File: config.mk
export PLATFORM = sky130hd
export DESIGN_NAME = instr_decode_reg
export DESIGN_NICKNAME = d
export VERILOG_FILES = /design/src/rtl/cpu_pkg.sv /design/src/rtl/instr_field_split.sv /design/src/rtl/instr_decode_reg.sv
export SDC_FILE = /design/constraint.sdc
export NUM_CORES = 1
export LEC_CHECK = 0
export CAP_MARGIN = 25
export CORE_MARGIN = 2
export CORE_UTILIZATION = 45
export DETAILED_ROUTE_END_ITERATION = 16
export PLACE_DENSITY = 0.73
export SYNTH_ARGS = -nofsm -noshare
export SYNTH_HDL_FRONTEND = slang
export SYNTH_HIERARCHICAL = 1
export SYNTH_SLANG_ARGS = --single-unit
File: constraint.sdc
create_clock -name clk -period 1.6 [get_ports clk]
set_input_delay 0.32 -clock clk [delete_from_list [all_inputs] [get_ports clk]]
set_output_delay 0.32 -clock clk [all_outputs]
set_load 0.02 [all_outputs]
File: src/rtl/cpu_pkg.sv
// Shared CPU front-end definitions: default widths, pipeline-register state
// encoding and the decoded-instruction payload.
package cpu_pkg;

    localparam int unsigned CPU_XLEN    = 32;
    localparam int unsigned CPU_OPC_W   = 6;
    localparam int unsigned CPU_REG_W   = 5;
    localparam int unsigned CPU_IMMJ_W  = CPU_XLEN - CPU_OPC_W;
    localparam int unsigned CPU_IMMAB_W = CPU_XLEN - CPU_OPC_W - 2 * CPU_REG_W;

    // Occupancy of the main + skid storage.
    typedef enum logic [1:0] {
        EMPTY = 2'd0,
        ONE   = 2'd1,
        TWO   = 2'd2
    } state_e;

    // Decoded fields plus PC at the default configuration.
    typedef struct packed {
        logic [CPU_XLEN-1:0]    pc;
        logic [CPU_OPC_W-1:0]   opc;
        logic [CPU_REG_W-1:0]   rs1;
        logic [CPU_REG_W-1:0]   rs2_rd;
        logic [CPU_REG_W-1:0]   rd;
        logic [CPU_IMMJ_W-1:0]  imm_j;
        logic [CPU_IMMAB_W-1:0] imm_ab;
    } dec_t;

endpackage

File: src/rtl/instr_field_split.sv
// Opcode-agnostic split of an instruction word into its fields, plus the
// extended ALU/branch immediate.
module instr_field_split
    import cpu_pkg::*;
#(
    parameter int unsigned XLEN     = CPU_XLEN,
    parameter int unsigned OPC_W    = CPU_OPC_W,
    parameter int unsigned REG_W    = CPU_REG_W,
    parameter bit          IMM_SEXT = 1'b1,
    parameter type         dec_t    = cpu_pkg::dec_t
) (
    input  logic [XLEN-1:0] word_i,
    input  logic [XLEN-1:0] pc_i,
    output dec_t            dec_o,
    output logic [XLEN-1:0] imm_ext_o
);

    localparam int unsigned IMMJ_W  = XLEN - OPC_W;
    localparam int unsigned IMMAB_W = XLEN - OPC_W - 2 * REG_W;
    localparam int unsigned EXT_W   = XLEN - IMMAB_W;

    always_comb begin
        dec_o        = '0;
        dec_o.pc     = pc_i;
        dec_o.opc    = word_i[XLEN-1 -: OPC_W];
        dec_o.rs1    = word_i[XLEN-OPC_W-1 -: REG_W];
        dec_o.rs2_rd = word_i[XLEN-OPC_W-REG_W-1 -: REG_W];
        dec_o.rd     = word_i[IMMAB_W-1 -: REG_W];
        dec_o.imm_j  = word_i[IMMJ_W-1:0];
        dec_o.imm_ab = word_i[IMMAB_W-1:0];
    end

    if (IMM_SEXT) begin : g_sext
        assign imm_ext_o = {{EXT_W{word_i[IMMAB_W-1]}}, word_i[IMMAB_W-1:0]};
    end else begin : g_zext
        assign imm_ext_o = {{EXT_W{1'b0}}, word_i[IMMAB_W-1:0]};
    end

endmodule

File: src/rtl/instr_decode_reg.sv
// Fetch-to-decode pipeline register: valid/ready capture with a 2-entry skid
// buffer, registered field split and flush for taken branches/jumps.
module instr_decode_reg
    import cpu_pkg::*;
#(
    parameter int unsigned XLEN     = CPU_XLEN,
    parameter int unsigned OPC_W    = CPU_OPC_W,
    parameter int unsigned REG_W    = CPU_REG_W,
    parameter bit          IMM_SEXT = 1'b1,
    localparam int unsigned IMMJ_W  = XLEN - OPC_W,
    localparam int unsigned IMMAB_W = XLEN - OPC_W - 2 * REG_W
) (
    input  logic               clk,
    input  logic               rst_n,
    input  logic               in_valid,
    output logic               in_ready,
    input  logic [XLEN-1:0]    in_data,
    input  logic [XLEN-1:0]    in_pc,
    input  logic               flush,
    output logic               out_valid,
    input  logic               out_ready,
    output logic [OPC_W-1:0]   opc,
    output logic [REG_W-1:0]   rs1,
    output logic [REG_W-1:0]   rs2_rd,
    output logic [REG_W-1:0]   rd,
    output logic [IMMJ_W-1:0]  imm_j,
    output logic [IMMAB_W-1:0] imm_ab,
    output logic [XLEN-1:0]    imm_ext,
    output logic [XLEN-1:0]    out_pc
);

    typedef struct packed {
        logic [XLEN-1:0]    pc;
        logic [OPC_W-1:0]   opc;
        logic [REG_W-1:0]   rs1;
        logic [REG_W-1:0]   rs2_rd;
        logic [REG_W-1:0]   rd;
        logic [IMMJ_W-1:0]  imm_j;
        logic [IMMAB_W-1:0] imm_ab;
    } fields_t;

    state_e          state_q, state_d;
    logic            in_ready_q, out_valid_q;
    fields_t         main_q, main_d;
    logic [XLEN-1:0] main_ext_q, main_ext_d;
    logic [XLEN-1:0] skid_word_q, skid_word_d;
    logic [XLEN-1:0] skid_pc_q, skid_pc_d;

    fields_t         in_dec, skid_dec;
    logic [XLEN-1:0] in_ext, skid_ext;
    logic            in_xfer, out_xfer;

    assign in_xfer  = in_valid & in_ready_q;
    assign out_xfer = out_valid_q & out_ready;

    // Main can load either the incoming word or the skid word; decode both.
    instr_field_split #(
        .XLEN     (XLEN),
        .OPC_W    (OPC_W),
        .REG_W    (REG_W),
        .IMM_SEXT (IMM_SEXT),
        .dec_t    (fields_t)
    ) u_split_in (
        .word_i    (in_data),
        .pc_i      (in_pc),
        .dec_o     (in_dec),
        .imm_ext_o (in_ext)
    );

    instr_field_split #(
        .XLEN     (XLEN),
        .OPC_W    (OPC_W),
        .REG_W    (REG_W),
        .IMM_SEXT (IMM_SEXT),
        .dec_t    (fields_t)
    ) u_split_skid (
        .word_i    (skid_word_q),
        .pc_i      (skid_pc_q),
        .dec_o     (skid_dec),
        .imm_ext_o (skid_ext)
    );

    // Next-state and storage-load decisions; flush discards everything.
    always_comb begin
        state_d     = state_q;
        main_d      = main_q;
        main_ext_d  = main_ext_q;
        skid_word_d = skid_word_q;
        skid_pc_d   = skid_pc_q;
        if (flush) begin
            state_d = EMPTY;
        end else begin
            case (state_q)
                EMPTY: begin
                    if (in_xfer) begin
                        state_d    = ONE;
                        main_d     = in_dec;
                        main_ext_d = in_ext;
                    end
                end
                ONE: begin
                    if (in_xfer && out_xfer) begin
                        main_d     = in_dec;
                        main_ext_d = in_ext;
                    end else if (in_xfer) begin
                        state_d     = TWO;
                        skid_word_d = in_data;
                        skid_pc_d   = in_pc;
                    end else if (out_xfer) begin
                        state_d = EMPTY;
                    end
                end
                TWO: begin
                    if (out_xfer) begin
                        state_d    = ONE;
                        main_d     = skid_dec;
                        main_ext_d = skid_ext;
                    end
                end
                default: state_d = EMPTY;
            endcase
        end
    end

    // Handshake flags are registered from the next state so they stay glitch-free.
    always_ff @(posedge clk) begin
        if (!rst_n) begin
            state_q     <= EMPTY;
            in_ready_q  <= 1'b0;
            out_valid_q <= 1'b0;
            main_q      <= '0;
            main_ext_q  <= '0;
            skid_word_q <= '0;
            skid_pc_q   <= '0;
        end else begin
            state_q     <= state_d;
            in_ready_q  <= (state_d != TWO);
            out_valid_q <= (state_d != EMPTY);
            main_q      <= main_d;
            main_ext_q  <= main_ext_d;
            skid_word_q <= skid_word_d;
            skid_pc_q   <= skid_pc_d;
        end
    end

    assign in_ready  = in_ready_q;
    assign out_valid = out_valid_q;
    assign opc       = main_q.opc;
    assign rs1       = main_q.rs1;
    assign rs2_rd    = main_q.rs2_rd;
    assign rd        = main_q.rd;
    assign imm_j     = main_q.imm_j;
    assign imm_ab    = main_q.imm_ab;
    assign imm_ext   = main_ext_q;
    assign out_pc    = main_q.pc;

endmodule

# After elaboration in Yosys (flattened, before gate mapping)

Index checks and enable logic that the tools add are counted.
W data, S select, Z words.

Reduce and logical (&&, ||, !) cells: 6
Equality and inequality tests: 6
Bitwise gates (word level): 4
Muxes and demuxes: 15

Operators with widths:

| kind                 | number |
|---|---|
| $mux W95             | 3 |
| $pmux W95 S3         | 1 |
| $mux W32             | 3 |
| $pmux W32 S3         | 1 |
| $mux W2              | 6 |
| $ne A2 B2 Y1 const B | 4 |
| $pmux W2 S3          | 1 |
| $reduce_and A5 Y1    | 1 |
| $reduce_and A4 Y1    | 1 |
| $reduce_bool A3 Y1   | 1 |
| $and A1 B1 Y1        | 2 |
| $eq A2 B1 Y1 const B | 1 |
| $eq A2 B2 Y1 const B | 1 |
| $logic_not A2 Y1     | 1 |
| $not A1 Y1           | 2 |
| $reduce_bool A2 Y1   | 1 |
| $logic_and A1 B1 Y1  | 1 |

Register bits: 195
Output and inout bits: 129

# Longest topological paths before layout

Gate-level depths: netlist (run 1).

Word-level depth: 7
Mapped depth: 7
Depth with buffers taken out: 3

# Modules after synthesis

Netlist (run 1), hierarchy kept.

By module, submodules not included:

| module            | area an instance (um^2) | times used | cells an instance |
|---|---|---|---|
| instr_decode_reg  | 9190.1                  | 1          | 925 |
| instr_field_split | 953.4                   | 2          | 127 |

# Worst setup path before layout (run 1)

No wires, ideal clock.

Path kind: reg-to-reg
From: register state_q[1]
To: register main_q (netlist bit rd[3])
Slack: 27 ps
Cell stages (with the launch flop): 8
Data required time: 1454 ps
Arrival: 1426 ps
Path through: dfxtp_1 > buf_4 > and4b_1 > buf_2 > buf_4 > buf_2 > a221oi_1 > a211oi_2

Cells in the longest elaborated chain, start to end: 3
Elaborated cells on any way between the ends: 9
Those cells by class: 5 x eq/ne; 1 x mux; 3 x reduce/logical

Ends and longest elaborated chain:

| element                                                             | line                    | text |
|---|---|---|
| start: declaration                                                  | instr_decode_reg.sv:42  | `state_e state_q, state_d;` |
| start signal: assignment                                            | instr_decode_reg.sv:136 | `state_q <= state_d;` |
| $eq A2 B1 Y1, or another cell as far along                          | instr_decode_reg.sv:93  | `case (state_q)` |
| $ne A2 B2 Y1 (no line) / $reduce_bool A3 Y1 (equally long branches) | --                      |  |
| $reduce_and A5 Y1 (no line)                                         | --                      |  |
| end signal: assignment                                              | instr_decode_reg.sv:139 | `main_q <= main_d;` |
| end: declaration                                                    | instr_decode_reg.sv:44  | `fields_t main_q, main_d;` |

Parallel ways exist; a longest one is shown, timed or not.
A chain may end at the register's enable or synchronous reset.

# Final worst setup path (run 1)

From: register state_q[0]
To: register main_q (netlist bit imm_ab[15])

The elaborated chain is that of the path after synthesis.

==> results of run 1 <==
==> state kept, by name (all words and copies together) (netlist names), 2 cells and up <==
| signal | cells |
|---|---|
| imm_ab | 16 |
| state_q | 2 |
| out_pc | 32 |
| skid_pc_q | 32 |
| skid_word_q | 32 |
| rs1 | 5 |
| rs2_rd | 5 |
| rd | 5 |
| imm_j | 26 |
| imm_ext | 32 |
| opc | 6 |
==> Yosys cell counts (2+ instances only) <==
cell and count:
buf_4 267, dfxtp_1 195, a221oi_1 128, mux2i_1 127, a211oi_1 97, a21oi_1 65, nand3_1 65, o21ai_0 63
clkbuf_1 57, buf_2 50, a211oi_2 30, buf_6 7, buf_1 5, and4b_1 2, clkbuf_4 2, inv_1 2
nand2_1 2
==> worst max-delay path by stage <==
stage | start | end | depth (start not counted)
floorplan | state_q[1] | rd[3] | 7
global placement | out_ready | imm_j[6] | 5
detailed placement | out_ready | out_pc[18] | 5
CTS | state_q[0] | imm_j[7] | 6
global route | state_q[0] | out_pc[19] | 4
finish | state_q[0] | imm_ab[15] | 4
==> repair_timing <==
| action | 4_1_cts | 5_1_grt |
|---|---|---|
| gates cloned | 1 | 8 |
| endpoints found under the setup margin | 190 | 98 |
| resized for setup | 137 | 20 |
| pin swaps | 0 | 5 |
| setup buffers | 1 | 8 |
==> logic make-up after synthesis <==
group / count (synthesis) / share of synthesized area (%)
muxes: 127 / 11.5
AOI/OAI and AO/OA: 390 / 26.3
and+or+nand+nor: 77 / 3.73
buffers and inverters: 390 / 23.3
DFF: 195 / 35.2
==> worst max-delay path, stage by stage, from the launching register on <==
cell,delay (ns)
dfxtp_2,0.36
a21bo_4,0.30
a22o_4,0.35
buf_4,0.23
a211oi_1,0.23
==> routing by layer <==
metal | routed length (um) | share of wire, %
met5 | 0 | 0
met4 | 456 | 1.5
met3 | 2370 | 7.6
met2 | 14200 | 45
met1 | 14200 | 45
==> through the flow <==
step	hold WS [ns]	std cells	worst slack [ns]	area, um2	TNS [ns]
2_1_floorplan	0.448	1179	0.0275	11100	0
3_3_place_gp	0.459	1383	-0.506	11800	-64.11
3_5_place_dp	0.466	1383	-0.571	11800	-71.21
4_1_cts	0.453	1417	-0.0110	12400	-0.0308
5_1_grt	0.458	1433	-0.0250	12700	-0.0843
6_report	0.464	1434	0.0369	12700	0
==> power breakdown <==
| group | total [W] | switching (W) | internal, W |
|---|---|---|---|
| clock | 0.00454 | 0.00215 | 0.00239 |
| combinational | 0.00174 | 0.000983 | 0.000758 |
| sequential | 0.00514 | 0.000111 | 0.00503 |
==> final cells by class <==
class,instances,share of cell area (%)
clock buffers,17,3.34
flip-flops and latches,195,30.7
multi-input cells,594,37.0
well taps,324,3.18
inverters,2,0.118
diodes,1,0.0196
repair buffers,286,24.1
clock inverters,15,1.53
==> cells in the final DEF (no fill, tap or decap), types with 3 or more instances in the layout <==
cell and instances:
dfxtp_1 192, dlygate4sd2_1 128, mux2i_1 125, a221oi_1 124, a211oi_1 94, clkdlybuf4s50_1 67
a21oi_1 65, nand3_1 65, o21ai_0 63, buf_4 44, a211oi_2 33, buf_12 29
clkbuf_16 24, buf_6 5, a221oi_2 4, inv_8 4, buf_16 4, inv_6 3
clkinvlp_4 3, dfxtp_2 3
==> qor.txt, run 1 <==
Core area -> 0.0242 mm2
Top cell type's share of synthesized area -> 35.2%
First-pass GRT wire length -> 46300 um
Largest net degree at the start of global routing -> 100
Number of global-route vias before repair -> 8104
Max VDD drop -> 0.732 mV
Post-synth cell types -> 32
I/O Pins -> 198
Die Span Y -> 161 um
Routed WL -> 31200 um
Remaining DRCs -> 0
Reg clk slew, reported paths -> 0.07 ns
R2R Path Start -> state_q[0]
FF-to-FF path depth -> 4
Tot Pwr -> 0.0114 W
Multi-input logic area -> 0.00472 mm2
Flop2flop setup slack -> 0.04 ns
Clk buf depth -> 2
Reg area -> 0.00391 mm2
Outcome -> completed
Min-delay src -> out_ready
Critical R2R Capture -> imm_ab[15]
Async SR Flop Fraction -> 0%
First drt pass iteration count -> 7
TritonCTS buffer count -> 17
Die Area -> 0.0259 mm2
Hold Path Sink -> state_q[1]
Post-Route Utilization -> 52.5%
Port bufs -> 197
Fill cell count -> 2225
Yosys reg bits -> 195
Share of the yosys chip area belonging to registers -> 35.2%
Met1 usage -> 31.8%
Yosys Warn Count -> 6
Area Overhead vs Synth -> 14.8%
Yosys top cell by area -> dfxtp_1
Num rows -> 57
Setup-failing EPs final -> 0
Leakage power -> 4.47 nW
Count of flip-flops with a built-in enable after synthesis -> 0
Die X -> 161 um
Relative slew slack -> 70.7%
Number of antenna violations at the first check in global routing -> 1
Worst hold path type -> input port to flop
Hold Path Stages -> 4
Clk_lat worst skew -> 0.44 ns
Worst Clk Skew -> 0.0101 ns
Worst EP required -> 1.95 ns
PwrDens -> 897 mW/mm2
Root Buffer -> clkbuf_16
Nets -> 1165
Overflow after GRT -> 0
Synth Instances -> 1179
Met2 GRT Util -> 33.4%
DP HPWL -> 18100 um
GRT busiest layer -> met2
Startpoint types -> flop
Net count after synthesis -> 1248
CTS tree -> built
Initial core utilization -> 45.8%
Antenna Violating Nets Remaining -> 0
Post-CTS Hold Buffers -> 0
CTS sink cnt -> 195
Ratio of final minimum period to clock period -> 97.7%
Final hold vios -> 0
Capturing element type of the critical path -> flop
Min Clock Period, post-route -> 1.56 ns
Final Max Tran Viols -> 0
Post-detailed-route wirelength per cell -> 21.7 um
WP data arrival -> 1.91 ns
CP Class -> flop to flop
RSZ-0062 raised after global routing -> true
Vias per cell -> 6.16
Syn_area_per_cell -> 9.41 um2
DR vias -> 8830
Number of max-cap violations -> 0
Share of cells above drive strength 1 -> 15.6%
Worst-Margin Slew -> 0.439 ns
Area contributors post-synth -> dfxtp_1 (35%), buf_4 (18%), mux2i_1 (11%)
Ys flop type -> dfxtp_1
1st-iter DRT viols -> 915
Placer congestion estimate -> 0.784
Total GRT Usage -> 22.1%
Mapped Area -> 0.0111 mm2
FMAX -> 0.640 GHz
Crit Path Max Fanout -> 12
Global Route met3 Usage -> 5.16%
Htree depth -> 4
Note: power is estimated with default switching activity, not from simulation.
==> run 2, diff against run 1 <==
--- a/config.mk
+++ b/config.mk
@@ -10,6 +10,7 @@
 export CORE_UTILIZATION = 45
 export DETAILED_ROUTE_END_ITERATION = 16
 export PLACE_DENSITY = 0.73
+export SLEW_MARGIN = 20
 export SYNTH_ARGS = -nofsm -noshare
 export SYNTH_HDL_FRONTEND = slang
 export SYNTH_HIERARCHICAL = 1
==> results of run 2 <==
Same layout as run 1: the final DEF is identical, and so are final timing and power.
